**src/rtl/pwm_led_pkg.sv**
```systemverilog
`default_nettype none
// =============================================================================
// Module : pwm_led_pkg -- shared key indices, step commands and select width
// Rev    : 1.0  initial release
// =============================================================================
package pwm_led_pkg;

    localparam int KEY_UP = 0;
    localparam int KEY_DN = 1;

    typedef enum logic [1:0] {HOLD, INC, DEC, TOGGLE} step_cmd_t;

    function automatic int sel_w(input int n);
        return (n > 1) ? $clog2(n) : 1;
    endfunction

endpackage
`default_nettype wire

```
**src/rtl/pwm_led_chan.sv**
```systemverilog
`default_nettype none
// =============================================================================
// Module : pwm_led_chan -- one dimmer channel: shadow/active duty, compare, LED
//          Breathe ramp present only when PWM_LED_BREATHE_EN is defined.
// Rev    : 1.0  initial release
// =============================================================================
module pwm_led_chan
    import pwm_led_pkg::*;
#(
    parameter int PWM_W     = 10,
    parameter int DUTY_INIT = 0
) (
    input  logic             clk,
    input  logic             rst,
    input  logic             step_tick,
    input  step_cmd_t        cmd,
    input  logic             period_end,
    input  logic [PWM_W-1:0] pwm_cnt,
    output logic             led,
    output logic [PWM_W-1:0] duty,
    output logic             breathe
);

    localparam logic [PWM_W-1:0] c_duty_max  = '1;
    localparam logic [PWM_W-1:0] c_duty_init = PWM_W'(DUTY_INIT);

    logic [PWM_W-1:0] r_shd;
    logic [PWM_W-1:0] r_act;
    logic             r_led;
    logic             w_at_max;
    logic             w_at_min;

    assign w_at_max = (r_shd == c_duty_max);
    assign w_at_min = (r_shd == '0);

    // Active duty only follows the shadow at the period wrap, so a period never mixes two duties.
    always_ff @(posedge clk or posedge rst) begin
        if (rst) begin
            r_act <= c_duty_init;
            r_led <= 1'b0;
        end else begin
            if (period_end)
                r_act <= r_shd;
            r_led <= (pwm_cnt < r_act);
        end
    end

`ifdef PWM_LED_BREATHE_EN
    logic r_breathe;
    logic r_dir_dn;

    always_ff @(posedge clk or posedge rst) begin
        if (rst) begin
            r_shd     <= c_duty_init;
            r_breathe <= 1'b0;
            r_dir_dn  <= 1'b0;
        end else if (step_tick) begin
            if (cmd == TOGGLE) begin
                r_breathe <= ~r_breathe;
                r_dir_dn  <= 1'b0;
            end else if (r_breathe) begin
                // Endpoints hold for one tick while the direction flips.
                if (r_dir_dn) begin
                    if (w_at_min) r_dir_dn <= 1'b0;
                    else          r_shd    <= r_shd - 1'b1;
                end else begin
                    if (w_at_max) r_dir_dn <= 1'b1;
                    else          r_shd    <= r_shd + 1'b1;
                end
            end else if (cmd == INC && !w_at_max) begin
                r_shd <= r_shd + 1'b1;
            end else if (cmd == DEC && !w_at_min) begin
                r_shd <= r_shd - 1'b1;
            end
        end
    end

    assign breathe = r_breathe;
`else
    always_ff @(posedge clk or posedge rst) begin
        if (rst) begin
            r_shd <= c_duty_init;
        end else if (step_tick) begin
            if (cmd == INC && !w_at_max)
                r_shd <= r_shd + 1'b1;
            else if (cmd == DEC && !w_at_min)
                r_shd <= r_shd - 1'b1;
        end
    end

    assign breathe = 1'b0;
`endif

    assign led  = r_led;
    assign duty = r_shd;

endmodule
`default_nettype wire

```
**src/rtl/pwm_led_multi.sv**
```systemverilog
`default_nettype none
// =============================================================================
// Module : pwm_led_multi -- key-driven multi-channel PWM LED dimmer (top)
//          Optional breathe mode: define PWM_LED_BREATHE_EN.
// Rev    : 1.0  initial release
// =============================================================================
module pwm_led_multi
    import pwm_led_pkg::*;
#(
    parameter  int CHANNELS  = 4,
    parameter  int PWM_W     = 10,
    parameter  int PRESC_W   = 4,
    parameter  int STEP_W    = 16,
    parameter  int DUTY_INIT = 0,
    localparam int SEL_W     = sel_w(CHANNELS)
) (
    input  logic                clk,
    input  logic                rst,
    input  logic [1:0]          key,
    input  logic                key_sel,
    output logic [CHANNELS-1:0] led,
    output logic [SEL_W-1:0]    sel,
    output logic [PWM_W-1:0]    duty_o,
    output logic [CHANNELS-1:0] breathe
);

    localparam int               c_sel_slots = 2 ** SEL_W;
    localparam int               c_sel_bit   = 2;
    localparam logic [SEL_W-1:0] c_sel_last  = SEL_W'(CHANNELS - 1);

    logic [2:0]         r_sync1;
    logic [2:0]         r_sync2;
    logic               r_sel_smp;
    logic [PRESC_W-1:0] r_presc;
    logic [PWM_W-1:0]   r_pwm_cnt;
    logic [STEP_W-1:0]  r_step;
    logic [SEL_W-1:0]   r_sel;

    logic               w_pwm_tick;
    logic               w_period_end;
    logic               w_step_tick;
    logic               w_up;
    logic               w_dn;
    logic               w_sel_adv;
    step_cmd_t          w_cmd;
    logic [PWM_W-1:0]   w_duty [c_sel_slots];

    assign w_pwm_tick   = &r_presc;
    assign w_period_end = w_pwm_tick & (&r_pwm_cnt);
    assign w_step_tick  = &r_step;
    assign w_up         = r_sync2[KEY_UP];
    assign w_dn         = r_sync2[KEY_DN];
    assign w_sel_adv    = w_step_tick & r_sync2[c_sel_bit] & ~r_sel_smp;

`ifdef PWM_LED_BREATHE_EN
    logic r_both_smp;

    always_ff @(posedge clk or posedge rst) begin
        if (rst)
            r_both_smp <= 1'b0;
        else if (w_step_tick)
            r_both_smp <= w_up & w_dn;
    end
`endif

    always_comb begin
        w_cmd = HOLD;
        if (w_up && !w_dn)
            w_cmd = INC;
        else if (w_dn && !w_up)
            w_cmd = DEC;
`ifdef PWM_LED_BREATHE_EN
        else if (w_up && w_dn && !r_both_smp)
            w_cmd = TOGGLE;
`endif
    end

    // Keys are only looked at on step_tick, which doubles as the debounce interval.
    always_ff @(posedge clk or posedge rst) begin
        if (rst) begin
            r_sync1   <= '0;
            r_sync2   <= '0;
            r_sel_smp <= 1'b0;
            r_presc   <= '0;
            r_pwm_cnt <= '0;
            r_step    <= '0;
            r_sel     <= '0;
        end else begin
            r_sync1 <= {key_sel, key};
            r_sync2 <= r_sync1;
            if (w_step_tick)
                r_sel_smp <= r_sync2[c_sel_bit];
            r_presc <= r_presc + 1'b1;
            if (w_pwm_tick)
                r_pwm_cnt <= r_pwm_cnt + 1'b1;
            r_step <= r_step + 1'b1;
            if (w_sel_adv)
                r_sel <= (r_sel == c_sel_last) ? '0 : r_sel + 1'b1;
        end
    end

    // Unused select codes read back as zero duty.
    generate
        for (genvar i = 0; i < c_sel_slots; i++) begin : g_chan
            if (i < CHANNELS) begin : g_used
                step_cmd_t w_chan_cmd;

                assign w_chan_cmd = (r_sel == SEL_W'(i)) ? w_cmd : HOLD;

                pwm_led_chan #(
                    .PWM_W     (PWM_W),
                    .DUTY_INIT (DUTY_INIT)
                ) u_chan (
                    .clk        (clk),
                    .rst        (rst),
                    .step_tick  (w_step_tick),
                    .cmd        (w_chan_cmd),
                    .period_end (w_period_end),
                    .pwm_cnt    (r_pwm_cnt),
                    .led        (led[i]),
                    .duty       (w_duty[i]),
                    .breathe    (breathe[i])
                );
            end else begin : g_pad
                assign w_duty[i] = '0;
            end
        end
    endgenerate

    assign sel    = r_sel;
    assign duty_o = w_duty[r_sel];

endmodule
`default_nettype wire
```
**config.mk**
```make
export PLATFORM = sky130hd
export DESIGN_NAME = pwm_led_multi
export DESIGN_NICKNAME = d
export VERILOG_FILES = /design/src/rtl/pwm_led_pkg.sv /design/src/rtl/pwm_led_chan.sv /design/src/rtl/pwm_led_multi.sv
export SDC_FILE = /design/constraint.sdc
export NUM_CORES = 1
export LEC_CHECK = 0
export CAP_MARGIN = 40
export CORE_ASPECT_RATIO = 1.5
export CORE_UTILIZATION = 40
export DETAILED_ROUTE_END_ITERATION = 16
export SLEW_MARGIN = 40
export SYNTH_ARGS = -nofsm -noshare
export SYNTH_HDL_FRONTEND = slang
export SYNTH_SLANG_ARGS = --single-unit
```
**constraint.sdc**
```tcl
create_clock -name clk -period 5 [get_ports clk]
set_input_delay 1 -clock clk [delete_from_list [all_inputs] [get_ports clk]]
set_output_delay 1 -clock clk [all_outputs]
set_load 0.1 [all_outputs]
```
After elaboration in Yosys (flattened, before gate mapping)
Cells that the tools add are included.
- add/subtract/negate cells: 12
- magnitude comparators: 5
- eq/ne operators: 15
- mux-type cells: 18
- bitwise gates (word level): 5
- reduce and logical (&&, ||, !) cells: 36
- operator list (operator ; count):
    2-to-1 mux 10 bit ; 10
    AND reduction 17 bit ; 4
    adder 10 x 1 -> 10 bit, second input constant ; 5
    equality test 10 bit, second input constant ; 4
    zero test 10 bit ; 4
    < comparator 10 bit ; 4
    subtractor 10 x 1 -> 10 bit, second input constant ; 4
    binary-select mux 10 bit (select 2 bit) ; 1
    adder 16 x 1 -> 16 bit, second input constant ; 1
    AND reduction 16 bit ; 1
    2-to-1 mux 2 bit ; 7
    equality test 2 bit, second input constant ; 6
    equality test 2 x 1 -> 1 bit, second input constant ; 5
    logical AND 1 bit ; 10
    zero test 1 bit ; 10
    AND reduction 10 bit ; 1
    nonzero test 2 bit ; 4
    adder 4 x 1 -> 4 bit, second input constant ; 1
    AND reduction 4 bit ; 1
    AND 1 bit ; 3
    >= comparator 3 bit, second input constant ; 1
    inverter 2 -> 3 bit ; 1
    adder 2 x 1 -> 2 bit, second input constant ; 1
    zero test 2 bit ; 1
    inverter 1 bit ; 1
- register bits after elaboration: 123
- input port bits: 5
- output and inout port bits: 20
- logic and storage cells: 110

Logic depth before layout (Yosys ltp)
Gate-level depths: netlist of run 1.
- depth after elaboration: 9
- mapped depth: 13

Hierarchy
From an unflattened synthesis of run 1, not the netlist that was laid out.
- cell total of the unflattened synthesis: 754
- area total of the unflattened synthesis: 7557.2 um^2
- modules (own cells, without submodules) (module ; instances ; cells an instance ; area an instance (um^2)):
    pwm_led_chan ; 4 ; 151 ; 1411.4
    pwm_led_multi ; 1 ; 150 ; 1911.8

Worst setup path before layout of run 1
No wires, ideal clock.
- path kind: flip-flop to flip-flop
- start: register r_sel[1], in the netlist sel[1]
- end: register g_chan[1].g_used.u_chan.r_shd[8]
- data arrival time: 3715 ps
- slack: 1155 ps
- stages on the path, launching flop included: 13
- buffers on the path: 1
- period minus slack after synthesis: 3845 ps
- cell sequence: dfrtp_1 buf_1 inv_1 ha_1 o311ai_0 ha_1 a21o_1 a21oi_1 o21ai_0 a21o_1 a21oi_1 xor2_1 o21ai_0
- cells in the longest elaborated chain, start to end: 6
- elaborated cells between the ends (all ways): 9
- those cells by class: 3 x eq/ne; 2 x mux; 4 x reduce/logical
- RTL lines (what ; line ; source):
    start, declared ; pwm_led_multi.sv:37 ; logic [SEL_W-1:0] r_sel;
    start signal, assigned ; pwm_led_multi.sv:98 ; r_sel <= (r_sel == c_sel_last) ? '0 : r_sel + 1'b1;
    equality test 2 x 1 -> 1 bit * ; pwm_led_multi.sv:108 ; assign w_chan_cmd = (r_sel == SEL_W'(i)) ? w_cmd : HOLD;
    2-to-1 mux 2 bit * ; pwm_led_multi.sv:108 ;
    equality test 2 bit or equality test 2 x 1 -> 1 bit (tied branches) ; pwm_led_chan.sv:86, pwm_led_chan.sv:84 ;
    logical AND 1 bit, on equally long branches ; pwm_led_chan.sv:86, pwm_led_chan.sv:84 ;
    nonzero test 2 bit (no line) ; - ;
    AND reduction 17 bit (no line) ; - ;
    end signal, assigned ; pwm_led_chan.sv:82 ; r_shd <= c_duty_init;
    end signal, assigned ; pwm_led_chan.sv:85 ; r_shd <= r_shd + 1'b1;
    end signal, assigned ; pwm_led_chan.sv:87 ; r_shd <= r_shd - 1'b1;
    end, declared ; pwm_led_chan.sv:27 ; logic [PWM_W-1:0] r_shd;
Every way passes the cells marked *; elsewhere a longest branch is shown, timed or not.
A chain may end at the register's enable or synchronous reset.

Worst setup path after layout of run 1
- start: register r_sel[1], in the netlist sel[1]
- end: register g_chan[3].g_used.u_chan.r_shd[8]
- cells in the longest elaborated chain, start to end: 6
- elaborated cells between the ends (all ways): 9
- those cells by class: 3 x eq/ne; 2 x mux; 4 x reduce/logical
- RTL lines (what ; line):
    equality test 2 bit * ; pwm_led_multi.sv:108
    2-to-1 mux 2 bit * ; pwm_led_multi.sv:108
    equality test 2 bit or equality test 2 x 1 -> 1 bit (tied branches) ; pwm_led_chan.sv:86, pwm_led_chan.sv:84
    logical AND 1 bit, on equally long branches ; pwm_led_chan.sv:86, pwm_led_chan.sv:84
    nonzero test 2 bit (no line) ; -
    AND reduction 17 bit (no line) ; -
    end signal, assigned ; pwm_led_chan.sv:82
    end signal, assigned ; pwm_led_chan.sv:85
    end signal, assigned ; pwm_led_chan.sv:87
    end, declared ; pwm_led_chan.sv:27
Marks and branches as above.

==> run summary, run 1 <==
The total iterations of the first detailed-routing run is 12. The count of clock tree sinks came out at between 100 and 150. The iteration-0 DRC count of the detailed router came out at 251.

The final cell utilization of the core is 0.459. In the final layout, the share of cells above drive strength 1 is 0.149. The worst hold path belongs to the class register to register.

After synthesis, the share of cell area in mux cells is 0.101. The final antenna diode count came out at 0. The most common cell in the synthesized netlist is dfrtp_1. Among all flip-flop cells after synthesis, the most frequent one is dfrtp_1.

Counting instances in the post-synthesis netlist gives the leading cell types as 123 x dfrtp_1, 75 x ha_1, 64 x nand2_1. Yosys mapped a number of flops with a built-in enable equal to 0. The post-detailed-placement half-perimeter wirelength came out at ~12 mm. For this design, the CTS-stage hold fixing added 0 buffers. The clock-pin slew on the worst setup and hold paths is about 0.05 ns. Of the post-synthesis cell area, the dominant cell type holds 0.423.

The die extent in x is between 100 and 150 um. The synthesized design spends more area on one cell type than any other, namely dfrtp_1. TritonCTS built the clock tree. After detailed routing, the number of vias per cell comes to 5.47. The worst slew margin relative to its limit came out at 0.470.

Summing every instance area after synthesis gives between 7000 and 8000 sq um. By area the synthesized netlist is led by dfrtp_1 42%, ha_1 13%, mux2_2 6.5%, xnor2_1 4.1%, o21ai_0 3.9%. The final setup TNS came out at 0 ns. The number of buffers inserted by post-CTS setup repair came out at 0. The initial antenna violation count came to 0. The final critical-path share of the clock period is 0.663.

The core area is about 18000 sq um. The number of buffers added by the clock tree synthesis step is 17. The share of synthesized cell area in full adder, half adder and majority cells is 0.140. VDD sags by at most between 0.0002 and 0.00025 V.

At the end of the flow, the number of nets in the layout was 797. The kind of start point of the critical path is a register. During synthesis, Yosys emitted a total of 0 warnings. The cell count after placement is around 910.

Row generation in the floorplan step produced 60 rows. The starting density of the core came out at 0.407. The global-route wire length before repair came out at approximately 28 mm.

The register-to-register path setup slack came out at approximately 1.7 ns. The total count of hold-check failures in the final report came out at 0. The aggregate routed wire length is 16.5 mm.

Prior to clock tree synthesis, the placed netlist has a worst setup slack of 1.71 ns. The post-synthesis sequential element count came out at ~120. The flow ran to the end, but the final reports show violations. The total count of max-transition violations in the final report is 0. The number of remaining DRC errors is 1.

Max-cap violations in this run came to 0. In this run the number of H-tree levels came out at 4. The time the worst path needs with I/O delays and setup came out at 3.32 ns. Summing all placed instances gives a cell area of about 7600 sq um.

The data required time at the worst endpoint is approximately 5.3 ns. Power spread over the standard cell area amounts to 275 nW/um^2. Excluding fillers, the count of instances in the completed layout stands at 943.

Setup violations remaining at the end of the flow were counted as 0. The overall track demand over capacity in global routing is 0.193. The detailed-route wire length per cell came out at 17.5 um. The cell at the root of the clock tree is clkbuf_16.

For the pin with the worst max-slew slack, the measured transition is approximately 0.8 ns. The overflow left after global routing came out at 0. In this run the remaining antenna-violating nets after routing total 0. The number of port buffers came out at 20. The top-level I/O count came out at 25. The endpoint kind of the worst setup timing path is a register. The later-pin clock latency in the skew report came out at just over 0.4 ns.

The xor and xnor fraction of the mapped netlist area is 0.0723. No sink is reached through more buffers than the 2 on the longest clock path. The mean area per synthesized cell came out at approximately 11 sq um. The final cell area excluding filler cells came out at between 8000 and 9000 sq um. Entering global routing, the biggest net connects 80 pins. The portion of the post-synthesis area used by sequential elements came out at 0.423. The share of synthesized cell area in and, or, nand and nor gates came out at 0.114. Once the clock tree was built, the resizer swapped 0 gates to a different size. The async set or reset register ratio after synthesis is 1.00. The critical path arrival came out at between 3 and 4 ns. The smallest setup slack after layout came out at about 1.7 ns.

The detailed router placed approximately 5200 vias in this run. By area, the combinational part of the netlist is dominated by adder cells. The synthesized-area fraction occupied by ao, oa, aoi and oai cells is 0.102. The highest fanout seen on the critical path is 15.

Setup repair after global routing left no endpoint under its margin. The die extent in y came out at ~170 um. The maximum achievable frequency is 0.302 GHz. Compared with the post-synthesis result, the final layout area differs by 12.7%.

The worst setup path is of the register to register kind. The via count of the first global-routing pass is between 5000 and 6000. The leakage power of the design came out at between 3 and 4 nW. The number of library cell types mapped by synthesis came out at 44. The cell count after synthesis came out at 684. The congestion estimate from routability-driven global placement came to between 0.8 and 0.9. The final reports fail on design-rule violations. On the final layout, the worst clock skew is 0.00962 ns.

The area enclosed by the die boundary came out at around 19000 sq um.
area by class of cell:
type / instances / area (sq um)
fillers: 1670 / 9670
multi-input cells: 488 / 3880
flip-flops and latches: 123 / 3080
clock buffers: 25 / 495
well taps: 217 / 272
inverters: 57 / 221
repair buffers: 26 / 165
clock inverters: 7 / 87.6
worst paths after layout:
path | start | endpoint | cells past startpoint
setup / recovery | sel[1] | g_chan[3].g_used.u_chan.duty[8] | 11
hold / removal | r_sync1[0] | r_sync2[0] | 0
setup reg to reg | sel[1] | g_chan[3].g_used.u_chan.duty[8] | 11
hold reg to reg | r_sync1[0] | r_sync2[0] | 0
max in group asynchronous | rst | g_chan[0].g_used.u_chan.r_act[4] | 3
min in group asynchronous | rst | r_pwm_cnt[6] | 2
power by group:
part | switching [mW] | internal [mW] | leakage (nW)
logic | 0.0420 | 0.00943 | 1.94
clock network | 0.422 | 0.783 | 0.287
registers | 0.000851 | 0.999 | 1.68
total | 0.465 | 1.79 | 3.90
layout by cell type, fill, tap and decap left out, types with 8 or more instances in the layout:
cell	instances
xor2_1	26
a21o_1	21
nor2b_1	9
o21ai_0	56
nand2b_1	8
xnor2_1	34
mux2_2	42
nand2_1	64
nor3_1	10
nor4_1	8
buf_2	16
a21oi_1	25
inv_1	56
nor2_1	16
clkbuf_16	17
dfrtp_1	123
nand3_1	16
ha_1	75
nand4_1	12
mux4_2	10
logic make-up (layout without fill, tap and decap cells):
family / Yosys count / after routing
adder cells (fa/ha/maj): 79 / 79
buffers and inverters: 76 / 115
multiplexers: 56 / 56
other: 1 / 4
flip-flops: 123 / 123
AND/OR/NAND/NOR: 164 / 164
XOR/XNOR: 60 / 60
AO/OA/AOI/OAI: 125 / 125
layer usage:
layer  part of all wire  track usage  vias up
met5                  0            0        -
met4              0.023       0.0736        0
met3              0.027       0.0387       22
met2               0.55        0.362       86
met1               0.40        0.211     2586
li1                   -            -     2463
critical path, stage by stage (launching register included):
cell and delay [ns]:
dfrtp_1 0.86, ha_1 0.34, o311ai_1 0.13, buf_4 0.22, ha_1 0.33, nor2b_1 0.14
o21ai_0 0.17, nand2b_1 0.11, a31oi_1 0.33, a21boi_0 0.23, xnor2_1 0.21, o21ai_0 0.10
sequential cells by signal, indices dropped and copies added, names as in the netlist, 3 cells and up:
signal and flops:
g_chan.g_used.u_chan.duty 40, g_chan.g_used.u_chan.led 4, g_chan.g_used.u_chan.r_act 40, r_presc 4, r_pwm_cnt 10, r_step 16, r_sync1 3, r_sync2 3
per-stage QoR:
stage,power [mW],hold slack [ns]
after global placement,1.07,0.336
after CTS,2.29,0.358
after detailed placement,1.07,0.346
after global routing,2.33,0.361
after floorplan,1.06,0.331
final,2.26,0.353
Note: power is estimated with default switching activity, not from simulation.
==> run 2: changes to the inputs <==
clock period = 3 ns   (was 5 ns; I/O delays follow)
==> run 2 against run 1 <==
Compared with the run above: the flow still finishes with violations (design-rule violations); non-clock buffer count up 37; wire length up 3.4%; design area up 4.3%; register-to-register slack worse by 1.4 ns; clock power up 65%; setup slack worse by 1.4 ns; sequential share of layout area down 1.5 points; critical path depth up 1; critical path type unchanged; highest routed layer unchanged.
==> run summary, run 2 (synthesis results as in run 1) <==
The flow ran to the end, but the final reports show violations. The final reports fail on design-rule violations. For the finished layout, the period the worst path requires is ~2.7 ns. The worst slew margin relative to its limit came out at 0.581. The number of gates resized after CTS came out at 0. The layout overhead on the synthesized area came out at 17.5%. Setup repair after global routing left no endpoint under its margin. The initial antenna violation count was 0.

The maximum buffer depth of the clock tree is 2. The via count is approximately 5300. The aggregate routed wire length is approximately 17 mm. On the worst path, the slowest cell contributes a delay of between 0.4 and 0.5 ns. The top-level I/O count is 25. The number of buffer and inverter instances along the worst setup path came out at 2. After detailed placement, the design holds a cell count of around 950. The total power draw is 3.76 mW.

The reported max-cap violation count came out at 0. The final antenna diode count came out at 0. In this run the clock root is driven by a clkbuf_16. The critical path goes through inv_1 > ha_1 > o311ai_0 > buf_4 > ha_1 > a21o_1 > a21oi_1 > o21ai_0 > a31oi_1 > o21ai_0 > mux2i_1 > xor2_1. The remaining antenna violation count after routing came out at 0. The critical path arrival came out at around 3 ns. The post-place instance area is between 7000 and 8000 sq um. The core area came out at ~18000 sq um. After filler insertion, the fill cell instance count of the layout stands at 1606. STA classifies the critical path startpoint as a register. The worst setup path is captured at a register.

In this run, the number of DRC markers left after iteration 0 of detailed routing was 176. In the layout the commonest cells are 121 x dfrtp_1, 75 x ha_1, 64 x nand2_1. The die extent in y came out at 167 um.

The die extent in x is 112 um. The maximum clock skew at final layout is 0.00724 ns. In the routed layout, each cell is associated on average with a via count of between 5 and 6.

For this design the ratio of total power to cell area is ~440 nW/um^2. IR analysis of the VDD net gives a maximum drop of between 0.0003 and 0.0004 V. The clock-pin slew on the worst setup and hold paths is 0.06 ns. The number of buffers added by the clock tree synthesis step came out at 17. Broken down by cell family, the worst path's largest delay share belongs to compound AO/OA/AOI/OAI gates. The commonest non-fill, non-tap cell in the layout is dfrtp_1.

Final hold analysis gives a worst-case slack of 0.348 ns. The number of H-tree levels came out at 4. The area enclosed by the die boundary is around 19000 sq um. The number of nets in the layout came out at around 830. In the routed design, unresolved DRC markers number 2. The final estimated routing congestion in global placement is slightly below 0.9.

The slowest stage of the critical path belongs to the cell dfrtp_2. The count of non-filler cells in the finished layout is 980. The hold-fix buffer count after cts is 0.

The pin count of the biggest net entering global routing is 65. The number of rows in the core area is 60. The post-detailed-placement half-perimeter wirelength came out at ~13 mm. The later-pin clock latency in the skew report came out at around 0.4 ns. The total count of max-transition violations in the final report is 0. The worst setup path is of the register to register kind. At the end of the flow the core is filled with cells to 0.478. The count of clock tree sinks is 123.

In this run the worst path has a maximum fanout of 9. The global-route wire length before repair is between 20 and 30 mm. The overflow left after global routing is 0.

The leakage power of the design came out at around 4.1 nW. Across every metal layer, demand over resource in global routing totals 0.196. In the finished design, the share of the clock period the worst path needs comes to 0.907.

The final setup violation count is 0. The total count of hold-check failures in the final report is 0. After routing the design area is between 8000 and 9000 sq um. The worst min-delay path category is register to register. The number of port buffers is 20. The starting density of the core is 0.407. The total iterations of the first detailed-routing run is 10. The measured slew at the worst slew-check pin is 0.629 ns. In the final layout, the share of cells above drive strength 1 is 0.197. The via count of the first global-routing pass came out at about 5700.

The maximum achievable frequency is 0.367 GHz. TritonCTS built the clock tree. The number of buffers inserted by post-CTS setup repair came out at 0.

The data required time at the worst endpoint is 3.33 ns. The detailed-route wire length per cell is 17.4 um.
==> run 2: cell types whose count changed in the layout (fill, tap and decap cells not counted), sizes merged <==
| cell | previous run | this run |
|---|---|---|
| clkinv | 4 | 6 |
| clkbuf | 25 | 21 |
| clkinvlp | 1 | 4 |
| buf | 22 | 59 |
| inv | 57 | 56 |
==> run 2: cell type report <==
type | count | area [sq um] | share of cell area
Clock buffer | 21 | 460 | 0.0539
Clock inverter | 11 | 120 | 0.0141
Inverter | 57 | 218 | 0.0255
Multi-Input combinational cell | 488 | 3890 | 0.455
Sequential cell | 123 | 3080 | 0.360
Tap cell | 217 | 272 | 0.0318
Timing Repair Buffer | 63 | 508 | 0.0594
==> run 2: metrics by stage <==
step	setup TNS, ns	worst slack, ns
2_1_floorplan	-0.828	-0.223
3_3_place_gp	0	0.336
3_5_place_dp	0	0.276
4_1_cts	0	0.261
5_1_grt	0	0.0381
6_report	0	0.278
==> run 2: worst register-to-register path, stage by stage, from the launching register on <==
cell and delay (ns):
dfrtp_2 0.44, inv_1 0.09, ha_1 0.21, o311ai_0 0.14
buf_4 0.20, ha_1 0.33, a21o_1 0.19, a21oi_1 0.12
o21ai_0 0.15, a31oi_1 0.26, o21ai_0 0.16, mux2i_1 0.20
xor2_1 0.16
==> run 2: report_power, final <==
part | internal (mW) | switching (mW) | total, mW
Clock | 1.26 | 0.742 | 2.00
Combinational | 0.0201 | 0.0715 | 0.0916
Sequential | 1.66 | 0.00130 | 1.67
Total | 2.95 | 0.815 | 3.76
==> run 2: path summary, 6_finish.rpt <==
kind                            slack [ns]  cells after the start       start                         endpoint
worst max-delay path                  0.28                     12      sel[1]  g_chan[0].g_used.u_chan.duty[9]
worst min-delay path                  0.35                      0  r_sync1[1]                       r_sync2[1]
worst max register to register        0.28                     12      sel[1]  g_chan[0].g_used.u_chan.duty[9]
worst min register to register        0.35                      0  r_sync1[1]                       r_sync2[1]
max in group asynchronous             1.65                      3         rst  g_chan[1].g_used.u_chan.duty[2]
min in group asynchronous             0.62                      2         rst  g_chan[0].g_used.u_chan.duty[7]
==> run 2: metal layers <==
| metal | wire length, um | global-route usage | share of wire |
|---|---|---|---|
| met5 | 0 | 0 | 0 |
| met4 | 1030 | 0.131 | 0.060 |
| met3 | 518 | 0.0315 | 0.030 |
| met2 | 8820 | 0.349 | 0.52 |
| met1 | 6700 | 0.215 | 0.39 |
==> run 3: changes to the inputs <==
==> constraint.sdc (replaced) <==
create_clock -name clk -period 3 [get_ports clk]
set_input_delay 0.45 -clock clk [delete_from_list [all_inputs] [get_ports clk]]
set_output_delay 0.45 -clock clk [all_outputs]
set_load 0.1 [all_outputs]
==> run 3 against run 2 <==
Compared with the run above: critical path type unchanged; non-clock buffer count fell by 1; hold slack improved by 0.0041 ns; flip-flop and latch count did not move; the flow still finishes with violations (design-rule violations); fmax fell by 2.1%; highest routed layer unchanged; clock skew rose by 0.0017 ns; clock power barely moved; power rose by 0.69%.
==> run summary, run 3 (synthesis results as in run 1) <==
The flow ran to the end, but the final reports show violations. The checks that failed: design-rule violations. The final layout contains roughly 830 nets. In the routed design, unresolved DRC markers number 2. The highest fanout seen on the critical path is 11.

In this run the number of H-tree levels came out at 4. Input and output buffers added on the ports amount to 20. The starting density of the core came out at 0.407. The count of clock tree sinks came out at around 120. The die extent in y is around 170 um. After layout, the minimum clock period comes to 2.78 ns. The total count of hold-check failures in the final report was 0. The detailed-route wire length per cell is roughly 18 um. Clock skew on the completed layout was measured at about 0.009 ns. The path with the worst hold slack has its endpoint at r_sync2[0]. The data required time at the worst endpoint is roughly 3.3 ns. In this run the most critical hold path is launched from r_sync1[0].

0 antenna diodes ended up in the layout. The core area came out at around 18000 sq um. The worst slew margin relative to its limit is 0.515.

For this run, the total global-route usage over all layers was measured as 0.196. The reported max-cap violation count came out at 0. The later-pin clock latency in the skew report is 0.41 ns. The total iterations of the first detailed-routing run is 11. Clock tree synthesis selected as its root buffer the cell clkbuf_16. The worst setup path is captured at a register. The final critical-path share of the clock period is 0.927.

The depth of the worst hold-timing path came out at 0. The maximum buffer depth of the clock tree is 2. Setup repair after global routing left no endpoint under its margin.

STA classifies the critical path startpoint as a register. The pin count of the biggest net entering global routing came out at 57. The sequential cell area is about 3100 sq um.

The worst setup path is of the register to register kind. The number of hold buffers added after CTS was 0. In this run the critical register-to-register path is launched from sel[1].

In the layout the commonest cells are 120 x dfrtp_1, 75 x ha_1, 64 x nand2_1. The top-level I/O count came out at 25. The total count of max-transition violations in the final report is 0.

The final estimated routing congestion in global placement is 0.854. The global-route wire length before repair is ~28 mm. The iteration-0 DRC count of the detailed router came out at between 200 and 250. The final setup TNS came out at 0 ns.

The via count came out at about 5200. Power spread over the standard cell area amounts to between 400 and 500 nW/um^2. Across the VDD grid, the largest voltage drop is 0.000303 V. The maximum achievable frequency came out at approximately 0.36 GHz. The final setup violation count is 0. The share of cells above drive strength 1 is 0.198. The number of rows in the core area is 60. The multi-input logic area is about 3900 sq um. The end of the worst register-to-register path is g_chan[1].g_used.u_chan.duty[8]. The clock-pin slew on the worst setup and hold paths came out at around 0.06 ns. The library cell used most frequently in the layout, excluding fill and tap cells, is dfrtp_1.

Summed over all layers, the global routing overflow is 0. The via count of the first global-routing pass was 5472. The number of buffers added by the clock tree synthesis step is 17. The number of buffers inserted by post-CTS setup repair is 0. The initial antenna violation count came out at 0. Fill cells in the final layout number about 1600.

The area enclosed by the die boundary came out at around 19000 sq um. The leakage power of the design came out at 4.10 nW. For the worst flop-to-flop path, the logic depth is 12.

TritonCTS built the clock tree. The HPWL after detailed placement is around 13 mm. The measured slew at the worst slew-check pin came out at ~0.73 ns. The aggregate routed wire length is 17.2 mm.

The via density per instance is approximately 5.4. The remaining antenna violation count after routing is 0. In this run the register-to-register setup slack is approximately 0.22 ns. The die extent in x came out at around 110 um. The total power draw came out at roughly 3.8 mW. At the worst endpoint, the arrival time is between 3 and 4 ns.

The min-delay analysis places its worst path in the category register to register. The layout overhead on the synthesized area came out at 17.7%.
## run 3: through the flow
stage          utilization  area (sq um)  std cells  hold WS, ns  worst slack, ns
6_report             0.479          8560        976        0.352            0.220
5_1_grt              0.479          8560        976        0.367          0.00537
4_1_cts              0.478          8540        976        0.357            0.162
3_5_place_dp         0.446          7970        947        0.343            0.181
3_3_place_gp         0.446          7970        947        0.337            0.224
2_1_floorplan            -          7320        687        0.331           -0.223
## run 3: routing by layer
metal / track usage / vias to the layer above / part of all wire
met5: 0 / - / 0
met4: 0.113 / 0 / 0.046
met3: 0.0405 / 45 / 0.037
met2: 0.345 / 115 / 0.53
met1: 0.218 / 2552 / 0.39
li1: - / 2529 / -
## run 3: critical path, cell delays in order (launching register included)
cell	delay, ns
dfrtp_2	0.48
inv_1	0.10
ha_1	0.25
o311ai_1	0.18
buf_12	0.19
fa_1	0.41
a21o_1	0.19
a21oi_2	0.15
o21ai_1	0.11
a21o_1	0.19
a21oi_1	0.17
xor2_1	0.14
o21ai_0	0.08
## run 3: cell type report
cell class	instances	share of cell area
Multi-Input combinational cell	488	0.456
Sequential cell	123	0.360
Timing Repair Buffer	62	0.0599
Clock buffer	20	0.0522
Tap cell	217	0.0317
Inverter	57	0.0254
Clock inverter	9	0.0145
## run 3: worst max-delay path by stage
stage	slack, ns	endpoint	depth (start not counted)	startpoint
after floorplan	-0.22	g_chan[0].g_used.u_chan.duty[9]	12	sel[0]
after global placement	0.22	g_chan[1].g_used.u_chan.duty[8]	12	sel[1]
after detailed placement	0.18	g_chan[1].g_used.u_chan.duty[8]	12	sel[1]
after CTS	0.16	g_chan[1].g_used.u_chan.duty[8]	12	sel[1]
after global routing	0.005	g_chan[0].g_used.u_chan.duty[8]	13	sel[0]
final	0.22	g_chan[1].g_used.u_chan.duty[8]	12	sel[1]
## run 3: what timing repair did
action	4_1_cts	5_1_grt
resized for setup	0	6
hold endpoints to repair	0	0
endpoints found under the setup margin	0	4
## run 3: report_power, final
| part | internal, mW | switching (mW) |
|---|---|---|
| combinational | 0.0200 | 0.0706 |
| clock | 1.31 | 0.723 |
| sequential | 1.66 | 0.00156 |
